<file path="src/rtl/load_read_unit.sv">
// Multi-cycle load reader (MDR role): one aligned word read over req/ready,
// then byte/half/word lane extraction with zero/sign extension into a held register.
module load_read_unit #(
  parameter int unsigned TIMEOUT = 15
) (
  input  logic        clk,
  input  logic        rst,
  input  logic        start,
  input  logic [31:0] addr,
  input  logic [1:0]  size,
  input  logic        sign_ext,
  output logic        busy,
  output logic        done,
  output logic        err,
  output logic [31:0] data_out,
  output logic        mem_req,
  output logic [31:0] mem_addr,
  input  logic [31:0] mem_rdata,
  input  logic        mem_ready
);

  localparam logic [1:0] SZ_BYTE = 2'b00;
  localparam logic [1:0] SZ_HALF = 2'b01;
  localparam logic [1:0] SZ_WORD = 2'b10;
  localparam logic [8:0] TO_LIM  = 9'(TIMEOUT);

  typedef struct packed {
    logic [31:0] addr;
    logic [1:0]  size;
    logic        sign_ext;
  } ld_req_t;

  typedef enum logic [1:0] {IDLE, REQ, DONE} state_t;

  state_t      state, state_nxt;
  ld_req_t     req_q, req_in;
  logic [7:0]  cnt, cnt_nxt;
  logic [8:0]  cnt_inc;
  logic        err_q, err_nxt;
  logic        cap_en, load_en, bad_align;
  logic [7:0]  byte_sel;
  logic [15:0] half_sel;
  logic [31:0] ext_val;

  assign req_in  = '{addr: addr, size: size, sign_ext: sign_ext};
  assign cnt_inc = {1'b0, cnt} + 9'd1;

  // Illegal size or a field that would straddle the word boundary.
  assign bad_align = (size == 2'b11) ||
                     (size == SZ_HALF && addr[0]) ||
                     (size == SZ_WORD && addr[1:0] != 2'b00);

  always_comb begin
    state_nxt = state;
    cnt_nxt   = cnt;
    err_nxt   = err_q;
    cap_en    = 1'b0;
    load_en   = 1'b0;
    case (state)
      IDLE: begin
        if (start) begin
          cap_en  = 1'b1;
          cnt_nxt = '0;
          err_nxt = bad_align;
          state_nxt = bad_align ? DONE : REQ;
        end
      end
      REQ: begin
        // Ready wins over a timeout landing in the same cycle.
        if (mem_ready) begin
          load_en   = 1'b1;
          err_nxt   = 1'b0;
          state_nxt = DONE;
        end else begin
          cnt_nxt = cnt_inc[7:0];
          if (cnt_inc >= TO_LIM) begin
            err_nxt   = 1'b1;
            state_nxt = DONE;
          end
        end
      end
      DONE:    state_nxt = IDLE;
      default: state_nxt = IDLE;
    endcase
  end

  always_comb begin
    case (req_q.addr[1:0])
      2'b00:   byte_sel = mem_rdata[7:0];
      2'b01:   byte_sel = mem_rdata[15:8];
      2'b10:   byte_sel = mem_rdata[23:16];
      default: byte_sel = mem_rdata[31:24];
    endcase
    half_sel = req_q.addr[1] ? mem_rdata[31:16] : mem_rdata[15:0];
    case (req_q.size)
      SZ_BYTE: ext_val = {{24{req_q.sign_ext & byte_sel[7]}}, byte_sel};
      SZ_HALF: ext_val = {{16{req_q.sign_ext & half_sel[15]}}, half_sel};
      default: ext_val = mem_rdata;
    endcase
  end

  always_ff @(posedge clk) begin
    if (rst) begin
      state    <= IDLE;
      req_q    <= '0;
      cnt      <= '0;
      err_q    <= 1'b0;
      data_out <= '0;
    end else begin
      state <= state_nxt;
      cnt   <= cnt_nxt;
      err_q <= err_nxt;
      if (cap_en)  req_q    <= req_in;
      if (load_en) data_out <= ext_val;
    end
  end

  assign busy     = (state != IDLE);
  assign done     = (state == DONE);
  assign err      = done & err_q;
  assign mem_req  = (state == REQ);
  assign mem_addr = {req_q.addr[31:2], 2'b00};

endmodule

</file>
<file path="config.mk">
export PLATFORM = sky130hd
export DESIGN_NAME = load_read_unit
export DESIGN_NICKNAME = d
export VERILOG_FILES = /design/src/rtl/load_read_unit.sv
export SDC_FILE = /design/constraint.sdc
export NUM_CORES = 1
export LEC_CHECK = 0
export CORE_MARGIN = 2
export CORE_UTILIZATION = 45
export CTS_CLUSTER_SIZE = 28
export DETAILED_ROUTE_END_ITERATION = 6
export PLACE_DENSITY = 0.79
export SLEW_MARGIN = 30
export SYNTH_ARGS = -nofsm -noshare
export SYNTH_HDL_FRONTEND = slang
export SYNTH_SLANG_ARGS = --single-unit
</file>
<file path="constraint.sdc">
create_clock -name clk -period 2 [get_ports clk]
set_clock_uncertainty 0.2 [all_clocks]
set_input_delay 0.4 -clock clk [delete_from_list [all_inputs] [get_ports clk]]
set_output_delay 0.4 -clock clk [all_outputs]
set_load 0.02 [all_outputs]
</file>
---- Word-level counts from Yosys, hierarchy flattened ----
Index checks and enable logic that the tools add are counted.
operators by class
  add/subtract/negate cells ............... 1
  $lt $le $gt $ge ......................... 1
  eq/ne operators ......................... 11
  multiplexer cells ....................... 19
  bitwise logic cells ..................... 3
  reductions and logical operators ........ 13
operator list
  cell                                                    number
  one-hot mux 32 bit (2 select lines)                     1
  one-hot mux 8 bit (3 select lines)                      1
  2-to-1 mux 16 bit                                       1
  2-to-1 mux 8 bit                                        2
  one-hot mux 8 bit (2 select lines)                      1
  adder 8 x 1 -> 9 bit (second input constant)            1
  >= comparator 9 x 4 -> 1 bit (second input constant)    1
  equality test 2 x 1 -> 1 bit (second input constant)    4
  equality test 2 bit (second input constant)             4
  2-to-1 mux 2 bit                                        4
  2-to-1 mux 1 bit                                        7
  logical NOT 2 bit                                       3
  AND reduction 3 bit                                     2
  nonzero test 2 bit                                      3
  inequality test 2 bit (second input constant)           2
  one-hot mux 2 bit (2 select lines)                      1
  bitwise AND 1 bit                                       3
  inequality test 3 x 1 -> 1 bit (second input constant)  1
  logical AND 1 bit                                       2
  logical OR 1 bit                                        2
  one-hot mux 1 bit (2 select lines)                      1
  AND reduction 2 bit                                     1
storage, ports and cells
  bits in registers ....................... 78
  output and inout port bits .............. 68

---- Logic depth before layout (Yosys ltp) ----
Gate-level depths: netlist of run 1.
  depth after elaboration ................. 7
  mapped depth ............................ 7
  mapped depth without buffers ............ 6

---- Least setup slack after synthesis of run 1 ----
OpenSTA, ideal clock, no wires.
  path kind ............................... register to register
  start point ............................. register state[0]
  end point ............................... register data_out[10]
  arrival time ............................ 1.502 ns
  setup slack ............................. 0.153 ns
  cell stages (with the launch flop) ...... 5
  cells stage by stage .................... dfxtp_1 nor2b_1 nand2_1 a21oi_1 a211oi_1
between the ends
  cells in the longest elaborated chain, start to end .. 2
ends and longest elaborated chain
  item                          line  RTL
  start: declaration            35    state_t state, state_nxt;
  start signal: assignment      110   state <= state_nxt;
  equality test 2 x 1 -> 1 bit  -
  via mem_req                   16    output logic mem_req,
  2-to-1 mux 1 bit              59    case (state)
  end signal: assignment        114   if (load_en) data_out <= ext_val;
  end: declaration              15    output logic [31:0] data_out,
The timed path passes the listed nets, and every way through them passes these cells.
A chain may end at the register's enable or synchronous reset.

---- Final worst setup path of run 1 ----
  start point ............................. register data_out[7]
  end point ............................... output data_out[7]
No word-level cell between the ends.

==> summary.md, run 1 <==
| Metric | Value |
|---|---|
| Hold_ws | 0.2568 ns |
| Top-area cell type share of the netlist area | 0.4134 |
| DR DRC count | 0 |
| Share of the yosys chip area belonging to registers | 0.4134 |
| Period minus WS final | 1.941 ns |
| R2r endpoint | err_q$_SDFFE_PP0P_ |
| DRT iter0 DRCs | 108 |
| Startpoint Class | flop |
| Setup CP Type | flop to output pin |
| Arrival @ worst endpoint | 1.34 ns |
| CORE AREA | ~8200 um2 |
| Fin worst setup slack | 0.05880 ns |
| Area grow syn2layout | 41.27% |
| Non-Filler Instances | 701 |
| Post-detail-place hpwl | roughly 7.5 mm |
| # diodes | 0 |
| Via count | around 3700 |
| Die ar. | 9143 um2 |
| Final net count | ~660 |
| Cell Pwr Density | 677.4 nW/um2 |
| Worst r2r path cells | 6 |
| HP Class | flop to flop |
| Routed Antenna Nets | 0 |
| Max clock buf depth | 2 |
| Routed wire length | between 10 and 15 mm |
| Vias in the first global route | 3483 |
| Top_reg_cell synth | dfxtp_1 |
| Place WS | -0.3060 ns |
| First-pass GRT wire length | ~16 mm |
| Cell taking the most area after synthesis | dfxtp_1 |
| Worst r2r src | cnt[0]$_SDFFE_PP0P_ |
| H-tree depth | 3 |
| Fin util | 0.6527 |
| Critical path origin | data_out[7]$_SDFFE_PP0P_ |
| Crit path buf inv count | 1 |
| CTS tree | yes |
| GP Congestion | 0.9121 |
| YS warnings | 0 |
| Netlist cell types | 42 |
| CTS Root Cell | clkbuf_8 |
| Top-Level Pins | 139 |
| Total track usage | 0.2199 |
| Reported max-cap violation count | 0 |
| Skew-Pair Late Insertion Delay | 0.35 ns |
| Worst-path clk slew | 0.08 ns |
| Initial Utilization | 0.4620 |
| Status | finished, final reports clean |
| DP Cell Count | 685 |
| CP max-delay cell | clkdlybuf4s50_1 |
| WP depth | 1 |
| Final setup violation count | 0 |
| # port buffers | ~140 |
| Chip Height | 95.62 um |
| Vias/cell | 5.324 |
| Register bit total from synthesis | 78 |
| Tcrit/Tclk final | 0.9706 |
| Remaining Overflow, GRT | 0 |
| Syn_area_per_cell | approximately 8 um2 |
| Initial antenna violation count | 0 |
| Worst R2R Setup Slack | 0.16 ns |
| Max-slew violation count | 0 |
| Top cells by count, synth | nand2_1 (105), dfxtp_1 (78), a21oi_1 (47), nor2_1 (47), buf_4 (35) |
| Critical path cell sequence | clkdlybuf4s50_1 |
| Leak | 0.001971 uW |
| Unrepaired setup endpoints after global routing | false |
| Crit path max fanout | 2 |
| Final Hold Fails | 0 |
| Worst Setup EP | data_out[7] |
| Post-synth ARST share | 0 |
| Die X | 95.62 um |
| # rows | 33 |
| First-pass detailed-route iteration total | 4 |
| Routed WL per cell | between 10 and 15 um |
| Top post-synthesis cells by area | dfxtp_1 (41%), nand2_1 (10%), buf_4 (7.0%) |
| Critical path required time | approximately 1.4 ns |
| CP Capture Type | output pin |
| Fraction of layout cells with a size suffix above 1 | 0.1040 |
| Hold path cells | 2 |
| Delay-heaviest family, CP | buffers and inverters |
| Largest net degree at the start of global routing | 36 |
| FMAX | about 500 MHz |
| Number of synthesized flops with an enable pin | 0 |
| Clock sink count | 78 |
| Max incr delay on CP | 0.62 ns |
| VDD IR max | 497.2 uV |
| Hold-fix buffers, CTS | 0 |
| Synth Cell Area | 3777 um2 |
| Count leader, synth | nand2_1 |
| CTS Buf Count | 9 |
| Post-Synthesis Cells | between 400 and 500 |
## per-layer routing
layer | share of wire | vias to the layer above | global-route usage
met1 | 0.40 | 1710 | 0.2558
met4 | 0.029 | 0 | 0.1143
met3 | 0.096 | 28 | 0.06640
met2 | 0.48 | 167 | 0.3636
li1 | - | 1827 | -
met5 | 0 | - | 0
## cell usage in the layout, fill, tap and decap left out, types with 3 or more instances in the layout
| cell type | synthesis | final |
|---|---|---|
| dlygate4sd2_1 | 0 | 3 |
| mux2i_1 | 7 | 7 |
| o22ai_1 | 3 | 3 |
| nor3_1 | 3 | 3 |
| and3_1 | 4 | 4 |
| dfxtp_1 | 78 | 78 |
| o21ai_0 | 17 | 17 |
| o22a_1 | 6 | 6 |
| a211oi_2 | 11 | 11 |
| nand2_1 | 105 | 105 |
| nand3_1 | 3 | 3 |
| nor2_1 | 47 | 46 |
| a21oi_1 | 47 | 47 |
| nand2b_1 | 5 | 5 |
| inv_1 | 12 | 12 |
| buf_4 | 35 | 24 |
| a311oi_1 | 6 | 6 |
| nor2b_1 | 4 | 4 |
| a22oi_1 | 14 | 14 |
| clkdlybuf4s50_1 | 0 | 131 |
| clkbuf_8 | 0 | 10 |
| buf_12 | 0 | 5 |
| a211oi_1 | 16 | 16 |
## worst min-delay path by stage
stage | from | endpoint | slack, ns
global placement | mem_addr[28]$_SDFFE_PP0P_ | mem_addr[28]$_SDFFE_PP0P_ | 0.24
CTS | mem_addr[18]$_SDFFE_PP0P_ | mem_addr[18]$_SDFFE_PP0P_ | 0.26
global route | mem_addr[18]$_SDFFE_PP0P_ | mem_addr[18]$_SDFFE_PP0P_ | 0.27
floorplan | mem_addr[10]$_SDFFE_PP0P_ | mem_addr[10]$_SDFFE_PP0P_ | 0.24
detailed placement | mem_addr[18]$_SDFFE_PP0P_ | mem_addr[18]$_SDFFE_PP0P_ | 0.25
finish | mem_addr[18]$_SDFFE_PP0P_ | mem_addr[18]$_SDFFE_PP0P_ | 0.26
## power by group
group | total, uW | switching [uW] | internal [uW]
Clock | 1080 | 592 | 490
Sequential | 1680 | 46.8 | 1640
Combinational | 851 | 425 | 426
## tightest hold or removal path, cell delays in order, from the launching register on
cell,delay [ns]
dfxtp_1,0.31
nand2_1,0.05
a21oi_1,0.05
## what timing repair did
item,4_1_cts,5_1_grt
endpoints found under the setup margin,4,1
setup buffers,0,0
gates resized for setup,4,1
## stage by stage
step	setup TNS (ns)	instance area [um2]	total power (uW)
2_1_floorplan	0	3781	2194
3_3_place_gp	-6.039	5162	2555
3_5_place_dp	-7.047	5162	2575
4_1_cts	0	5335	3644
5_1_grt	0	5336	3792
6_report	0	5336	3615
## sequential cells by signal (all words and copies together), names as in the netlist
signal,count
cnt,8
state,2
mem_addr,30
data_out,32
req_q,5
err_q,1
## logic make-up after synthesis
logic type / share of synthesized area
XOR/XNOR: 0.004638
other: 0.0009928
AO/OA/AOI/OAI: 0.2302
adder cells (fa/ha/maj): 0.006624
AND/OR/NAND/NOR: 0.2017
multiplexers: 0.02749
flip-flops: 0.4134
buffers and inverters: 0.1149
## layout make-up
type	instances	area (um2)
clock buffers	12	145.1
well taps	105	131.4
repair buffers	165	1633
fillers	703	2839
clock inverters	4	32.53
flip-flops and latches	78	1562
inverters	12	45.04
multi-input cells	325	1788
No activity file was read; power rests on OpenSTA's default activity.
==> inputs of run 2 (changes only) <==
--- a/config.mk
+++ b/config.mk
@@ -5,8 +5,8 @@
 export SDC_FILE = /design/constraint.sdc
 export NUM_CORES = 1
 export LEC_CHECK = 0
-export CORE_MARGIN = 2
 export CORE_UTILIZATION = 45
+export CTS_BUF_LIST = sky130_fd_sc_hd__clkbuf_16
 export CTS_CLUSTER_SIZE = 28
 export DETAILED_ROUTE_END_ITERATION = 6
 export PLACE_DENSITY = 0.79
==> run 2 against run 1 <==
Compared with the run above:
- sequential power hardly changed
- clock-buffer cell count down 3
- die area decreased by 4.1%
- sequential cell count did not move
- power grew 17%
- highest routed layer unchanged
- critical path depth is 6 higher
- final area rose by 2.2%
- first-iteration DRC count increased by 21%
- routed wire length about the same
- combinational power barely moved
- critical endpoint is now data_out[26]$_SDFFE_PP0P_
- fmax is 0.80% lower
- sequential share of layout area is 0.62 points lower
==> summary.md, run 2 (synthesis results as in run 1) <==
| Metric | Value |
|---|---|
| Max incr delay on CP | 0.51 ns |
| Tcrit/Tclk final | 0.9785 |
| CTS tree | yes |
| Area grow syn2layout | 44.35% |
| Chip Height | 93.62 um |
| Most frequent cells in the layout | clkdlybuf4s50_1 (131), nand2_1 (105), dfxtp_1 (78), a21oi_1 (47), nor2_1 (45) |
| Max clock buf depth | 2 |
| Combinational Power Share | 0.201 |
| Total track usage | 0.2349 |
| Critical path required time | roughly 2 ns |
| WL met2 | a little under 5 mm |
| Most common cell after layout, fill and taps aside | clkdlybuf4s50_1 |
| # port buffers | between 100 and 150 |
| Delay-heaviest family, CP | buffers and inverters |
| # diodes | 0 |
| Crit path buf inv count | 2 |
| GP Congestion | 0.8929 |
| Largest reg by FF count | data_out |
| Startpoint Class | input port |
| Cell Int Power | ~3100 uW |
| Routed Antenna Nets | 0 |
| Clock sink count | 78 |
| CTS Root Cell | clkbuf_16 |
| Worst-path clk slew | 0.06 ns |
| DRT iter0 DRCs | 131 |
| DR DRC count | 0 |
| Sw Ratio | 0.2585 |
| Worst r2r path cells | 6 |
| Remaining Overflow, GRT | 0 |
| Max-slew violation count | 0 |
| Top-Level Pins | 139 |
| Leak | 0.002028 uW |
| CP max-delay cell | mux4_2 |
| Post-detail-place hpwl | 7.174 mm |
| CORE AREA | around 8200 um2 |
| Initial Utilization | 0.4620 |
| Crit path max fanout | 16 |
| FMAX | 511.0 MHz |
| H-tree depth | 3 |
| Final setup violation count | 0 |
| Status | finished, final reports clean |
| Routed WL per cell | 14.48 um |
| Reg power frac | 0.398 |
| Max FFs per register | 32 |
| Largest net degree at the start of global routing | 53 |
| M1 wire length | 4.063 mm |
| HP Class | flop to flop |
| Fin worst setup slack | 0.04306 ns |
| First-pass GRT wire length | roughly 16 mm |
| Reported max-cap violation count | 0 |
| Arrival @ worst endpoint | 1.96 ns |
| Vias/cell | 5.292 |
| Period minus WS final | 1.957 ns |
| Die X | 93.62 um |
| Place WS | -0.3101 ns |
| Critical path cell sequence | clkdlybuf4s50_1, mux4_2, nor2_2, a211oi_2, nor2_4, buf_12, a211oi_1 |
| Skew-Pair Late Insertion Delay | 0.33 ns |
| Layout Cell Area excl Fill | 5453 um2 |
| Clock share of power | 0.402 |
| Cell Pwr Density | 777.9 nW/um2 |
| CTS Buf Count | 9 |
| Post CTS Setup Buffer Count | 0 |
| Final net count | 660 |
| Routed wire length | 10.08 mm |
| # rows | 33 |
| CP Capture Type | flop |
| Hold path cells | 2 |
| First-pass detailed-route iteration total | 7 |
| Initial antenna violation count | 0 |
| Unrepaired setup endpoints after global routing | false |
| Fraction of layout cells with a size suffix above 1 | 0.09983 |
| Met3 wire len | 815 um |
| Via count | 3683 |
| VDD IR max | roughly 610 uV |
| WP depth | 7 |
| Vias in the first global route | roughly 3400 |
| NetSw | 1097 uW |
| Final Hold Fails | 0 |
| Top Layer Used | met4 |
| Dpl cell area | 5145 um2 |
| Setup CP Type | input port to flop |
| Die ar. | 8765 um2 |
run 2: cell count changes in the layout (fill, tap and decap cells not counted), sizes merged:
cell and change:
buf -4, bufinv +2, clkinvlp -1, clkdlybuf4s15 -1, inv +1, dlygate4sd2 +1
clkbuf -3
run 2: cell type report:
cell class / instances / area (um2)
Clock buffer: 9 / 225.2
Clock inverter: 6 / 85.08
Fill cell: 697 / 2723
Inverter: 12 / 45.04
Multi-Input combinational cell: 325 / 1790
Sequential cell: 78 / 1562
Tap cell: 105 / 131.4
Timing Repair Buffer: 161 / 1614
run 2: path summary, 6_finish.rpt:
| kind | from | to | slack [ns] |
|---|---|---|---|
| max reg2reg | req_q[3]$_SDFFE_PP0P_ | data_out[26]$_SDFFE_PP0P_ | 0.18 |
| min reg2reg | mem_addr[30]$_SDFFE_PP0P_ | mem_addr[30]$_SDFFE_PP0P_ | 0.25 |
| max | mem_rdata[15] | data_out[26]$_SDFFE_PP0P_ | 0.04 |
| min | mem_addr[30]$_SDFFE_PP0P_ | mem_addr[30]$_SDFFE_PP0P_ | 0.25 |
run 2: power groups by stage:
stage	logic, uW	registers (uW)	clock network (uW)
6_report	851	1690	1700
3_3_place_gp	835	1720	0
5_1_grt	919	1700	1810
2_1_floorplan	450	1740	0
3_5_place_dp	849	1720	0
4_1_cts	853	1690	1730
run 2: what timing repair did:
action | in CTS | in global routing
hold buffers | 0 | 0
gates cloned | 0 | 0
endpoints found under the setup margin | 4 | 4
resized for setup | 4 | 1
pin swaps | 0 | 1
run 2: routing by layer:
metal / vias up / track usage
met5: - / 0
met4: 0 / 0.1192
met3: 22 / 0.04878
met2: 154 / 0.4044
met1: 1690 / 0.2750
li1: 1817 / -
run 2: worst reg2reg max path: stages (launching register included):
cell,delay [ns]
dfxtp_1,0.38
mux4_2,0.55
nor2_2,0.13
a211oi_2,0.06
nor2_4,0.14
buf_12,0.17
a211oi_1,0.09
run 2: through the flow:
| step | utilization | hold WS [ns] | TNS (ns) | std cells | power (uW) |
|---|---|---|---|---|---|
| after CTS | 0.6667 | 0.2533 | 0 | 696 | 4270 |
| after global placement | 0.6293 | 0.2416 | -5.247 | 681 | 2551 |
| after detailed placement | 0.6293 | 0.2473 | -6.594 | 681 | 2570 |
| after global routing | 0.6670 | 0.2732 | 0 | 696 | 4424 |
| final | 0.6670 | 0.2506 | 0 | 696 | 4242 |
| after floorplan | - | 0.2367 | 0 | 479 | 2194 |
==> inputs of run 3 (changes only) <==
--- a/config.mk
+++ b/config.mk
@@ -9,6 +9,7 @@
 export CTS_BUF_LIST = sky130_fd_sc_hd__clkbuf_16
 export CTS_CLUSTER_SIZE = 28
 export DETAILED_ROUTE_END_ITERATION = 6
+export HOLD_SLACK_MARGIN = 0.02
 export PLACE_DENSITY = 0.79
 export SLEW_MARGIN = 30
 export SYNTH_ARGS = -nofsm -noshare
==> results of run 3 <==
No change in the layout: final DEF, timing and power equal those of run 2.
==> RTL edit 1, RTL diff (config.mk and constraints of run 1) <==
Re-encode `state_t` (3 states) as one-hot, 3 bits wide.
--- a/src/rtl/load_read_unit.sv
+++ b/src/rtl/load_read_unit.sv
@@ -32,3 +32,3 @@
 
-  typedef enum logic [1:0] {IDLE, REQ, DONE} state_t;
+  typedef enum logic [2:0] {IDLE = 3'b001, REQ = 3'b010, DONE = 3'b100} state_t;
 
Check against the original RTL: same outputs for any inputs over 10 cycles, from zero or initial values and one cycle with rst high; not proved beyond that.
==> RTL edit 1 against run 1 <==
Global-route usage up 0.36 points; cell area increased by 2.6%; synthesized area rose by 0.93%; routed wire length grew 2.8%; worst setup slack got worse by 0.0016 ns; highest routed layer unchanged; sequential cell count is 1 higher; total power is 1.5% higher.
==> RTL edit 1: results (changes against run 1) <==
[global_route]
met2_usage_pct=36.92  ; +0.56 points
grt_max_degree=30  ; -17%
track_usage_pct=22.35  ; +0.36 points
antenna_found_initial=0  ; unchanged
grt_pass1_vias=3515  ; +0.92%
use_met3_pct=4.542  ; -2.1 points
grt_use_met1_pct=28.05  ; +2.5 points
grt_pass1_wl_um=16230  ; +3.5%

[placement]
pre_cts_slack_ns=-0.3484  ; -0.04242 ns
gp_congestion=0.8681  ; -4.8%
hpwl_um=7655  ; +2.4%
placed_cells=704  ; +2.8%
post_dp_cell_area_mm2=0.005205  ; +0.82%

[detailed_routing]
drt-initial-drc-count=179  ; +66%
dr_total_vias=3735  ; +0.080%
avgViaCountPerCell=5.195  ; -2.4%
avgRoutedWirePerCell_um=14.39  ; +0.18%

[finish]
multi_input_area_mm2=0.001826  ; +2.1%
buffers=168  ; +1.8%
clock_area_share_pct=4.001  ; +0.67 points
comb.multi_input.count=340  ; +4.6%
fillers=710  ; +1.0%
clock_buffers=10  ; -2
multi_input_area_share_pct=33.36  ; -0.15 points
seq_area_share_pct=28.99  ; -0.27 points
nNetsFinal=683  ; +2.9%
buf_share_pct=30.34  ; -0.26 points
drive_gt1_share_pct=12.38  ; +2.0 points

[clock_network]
clock-sinks=79  ; +1.3%
clockBufferDepth=2  ; unchanged

[min_path]
hp-start=mem_addr[11]$_SDFFE_PP0P_
min_to=mem_addr[11]$_SDFFE_PP0P_

[worst_setup_path]
r2r-start=state[0]$_SDFFE_PP1P_
critPathMaxFanout=16  ; +14
crit_start=mem_rdata[31]
r2r_cells=7  ; +1
max_stage_delay_ns=0.53  ; -0.09 ns
critPathCapture=data_out[20]$_SDFFE_PP0P_
reg2reg_slack_ns=0.07  ; -0.09 ns
cp_slowest_cell=mux4_2
r2r-end=cnt[5]$_SDFFE_PP0P_

[power_and_ir_drop]
irDropWorstVdd_mv=0.4103  ; -17%
pwr-share-clk_pct=35.6  ; +5.7 points
power_frac_seq_pct=45.5  ; -1.0 points
total_power_mw=3.668  ; +1.5%
power_leakage_nw=1.968  ; -0.16%
p_sw_share_pct=26.08  ; -3.3 points

[synthesis]
synthTopCellsByArea=dfxtp_1 41%, nand2_1 12%, a21oi_1 7.0%
yosys.cell_types.count=51  ; +21%
seq_area_frac_synth_pct=41.48  ; +0.15 points
yosys-top-cells-count=122 x nand2_1, 79 x dfxtp_1, 53 x a21oi_1
synth_area_mm2=0.003812  ; +0.93%
synthCells=500  ; +4.6%

[status]
status=complete, no violations

[sta]
period_minus_slack_ns=1.943  ; +0.001567 ns
worst_hold_slack_ns=0.2558  ; -0.001005 ns

## RTL edit 1: cell types whose count changed in the layout (fill, tap and decap cells not counted), sizes merged, moves of 5 or more
cell	change
a22oi	-7
mux2i	-7
nor3	+5
o221ai	+7
o22a	-6
nand2	+17
a21oi	+6
nor2	-11
a31oi	+8
## RTL edit 1: kinds of logic after synthesis
group / share of synthesized area (%)
xor+xnor: 0.4596
other cells: 0.09836
buf+inv: 11.85
simple gates: 23.14
fa+ha+maj: 0.6563
flops: 41.48
compound gates: 21.43
mux: 0.8861
## RTL edit 1: layer usage
metal	up-vias	part of all wire (%)
li1	1883	-
met1	1689	41
met2	140	49
met3	23	7.4
met4	0	2.7
met5	-	0
## RTL edit 1: repair_timing
action,4_1_cts,5_1_grt
buffers inserted,0,0
pin swaps,0,3
hold buffers,0,0
setup endpoints to repair,5,40
resized for setup,13,16
==> RTL edit 2, RTL diff (settings of run 1) <==
Made on the original files. `TIMEOUT`: 15 -> 7.
--- a/src/rtl/load_read_unit.sv
+++ b/src/rtl/load_read_unit.sv
@@ -3,3 +3,3 @@
 module load_read_unit #(
-  parameter int unsigned TIMEOUT = 15
+  parameter int unsigned TIMEOUT = 7
 ) (
Function: changed (a bounded check fails within 10 cycles, from zero or initial values and one cycle with rst high).
==> RTL edit 2 against run 1 <==
The flow now finishes with violations (setup timing); worst setup slack lost 0.081 ns; non-clock buffer count grew 1; maximum frequency shrank 4.0%; critical endpoint is now data_out[22]$_SDFFE_PP0P_; sequential cell count is the same; total power grew 8.0%; via count shrank 0.32%; cell area grew 0.19%; routed wire length grew 4.7%; final cell count shrank 1.0%; first-iteration DRC count grew 21%; synthesized area shrank 1.7%.
==> RTL edit 2: results (changes against run 1) <==
[status]
status=finished, violations left
violations=setup timing

[sta]
finalWorstSetupSlack_ns=-0.02227  ; -0.08107 ns
setup_viol=8  ; +8
worst_hold_slack_ns=0.2545  ; -0.002255 ns

[power_and_ir_drop]
power_frac_seq_pct=43.6  ; -2.9 points
netSwitchingPower_mw=1.064  ; about the same
pwr-share-clk_pct=33.7  ; +3.8 points
irDropWorstVdd_mv=0.4267  ; -14%
power_leakage_nw=1.964  ; -0.36%

[global_route]
grt_use_met1_pct=27.11  ; +1.5 points
use_met3_pct=6.624  ; -0.016 points
grt_pass1_wl_um=16370  ; +4.4%
met2_usage_pct=39.30  ; +2.9 points

[worst_setup_path]
arrival_ns=2.02  ; +0.68 ns
critPathMaxFanout=8  ; +6
max_stage_delay_ns=0.52  ; -0.10 ns
crit_start=req_q[4]$_SDFFE_PP0P_
cp_slowest_cell=mux4_2
critPathCapture=data_out[22]$_SDFFE_PP0P_
critPathTopFamily=multiplexers

[finish]
buffers=166  ; +0.61%
fillers=717  ; +2.0%
inv_count=6  ; -6
clock_buffers=11  ; -1
ff_latch_area_mm2=0.001564  ; +0.16%
clock_area_share_pct=4.142  ; +0.81 points
multi_input_area_share_pct=33.33  ; -0.18 points
buf_share_pct=30.33  ; -0.27 points
drive_gt1_share_pct=11.71  ; +1.3 points
comb.multi_input.count=324  ; -0.31%

[synthesis]
seq_area_frac_synth_pct=42.05  ; +0.71 points
synth-compound-area-share_pct=23.18  ; +0.16 points
synthCells=473  ; -1.0%
yosys.cell_types.count=49  ; +17%
synth.mux.area_fraction_pct=1.213  ; -1.5 points
synth-xor-area-share_pct=0.4717  ; +0.0080 points
yosys-top-cells-count=108 x nand2_1, 78 x dfxtp_1, 53 x nor2_1
synthTopCellsByArea=dfxtp_1 42%, nand2_1 11%, buf_4 6.5%

[detailed_routing]
drt-initial-drc-count=131  ; +21%
wl_met2_um=5046  ; +4.7%
finalWirelength_um=10550  ; +4.7%
wl_met3_um=968  ; -0.31%

[min_path]
min_to=mem_addr[3]$_SDFFE_PP0P_
hp-start=mem_addr[3]$_SDFFE_PP0P_

[placement]
hpwl_um=7888  ; +5.5%

[RTL edit 2: through the flow]
step | utilization (%) | setup WS (ns) | total power, mW
6_report | 66.06 | -0.02227 | 3.904
5_1_grt | 66.06 | -0.06173 | 4.080
4_1_cts | 66.25 | -0.07510 | 3.927
3_5_place_dp | 63.02 | -0.4356 | 2.619
3_3_place_gp | 63.02 | -0.3856 | 2.598
2_1_floorplan | - | 0.06349 | 2.220
[RTL edit 2: kinds of logic (layout without fill, tap and decap cells)]
family	Yosys count	after routing
flops	78	78
mux	3	3
buf+inv	72	187
fa+ha+maj	2	2
other cells	1	2
compound gates	123	123
simple gates	192	192
xor+xnor	2	2
[RTL edit 2: timing repair]
action | in CTS | in global routing
gates cloned | 1 | 0
resized for setup | 14 | 6
setup endpoints to repair | 20 | 19
pin swaps | 1 | 2
setup buffers | 1 | 1
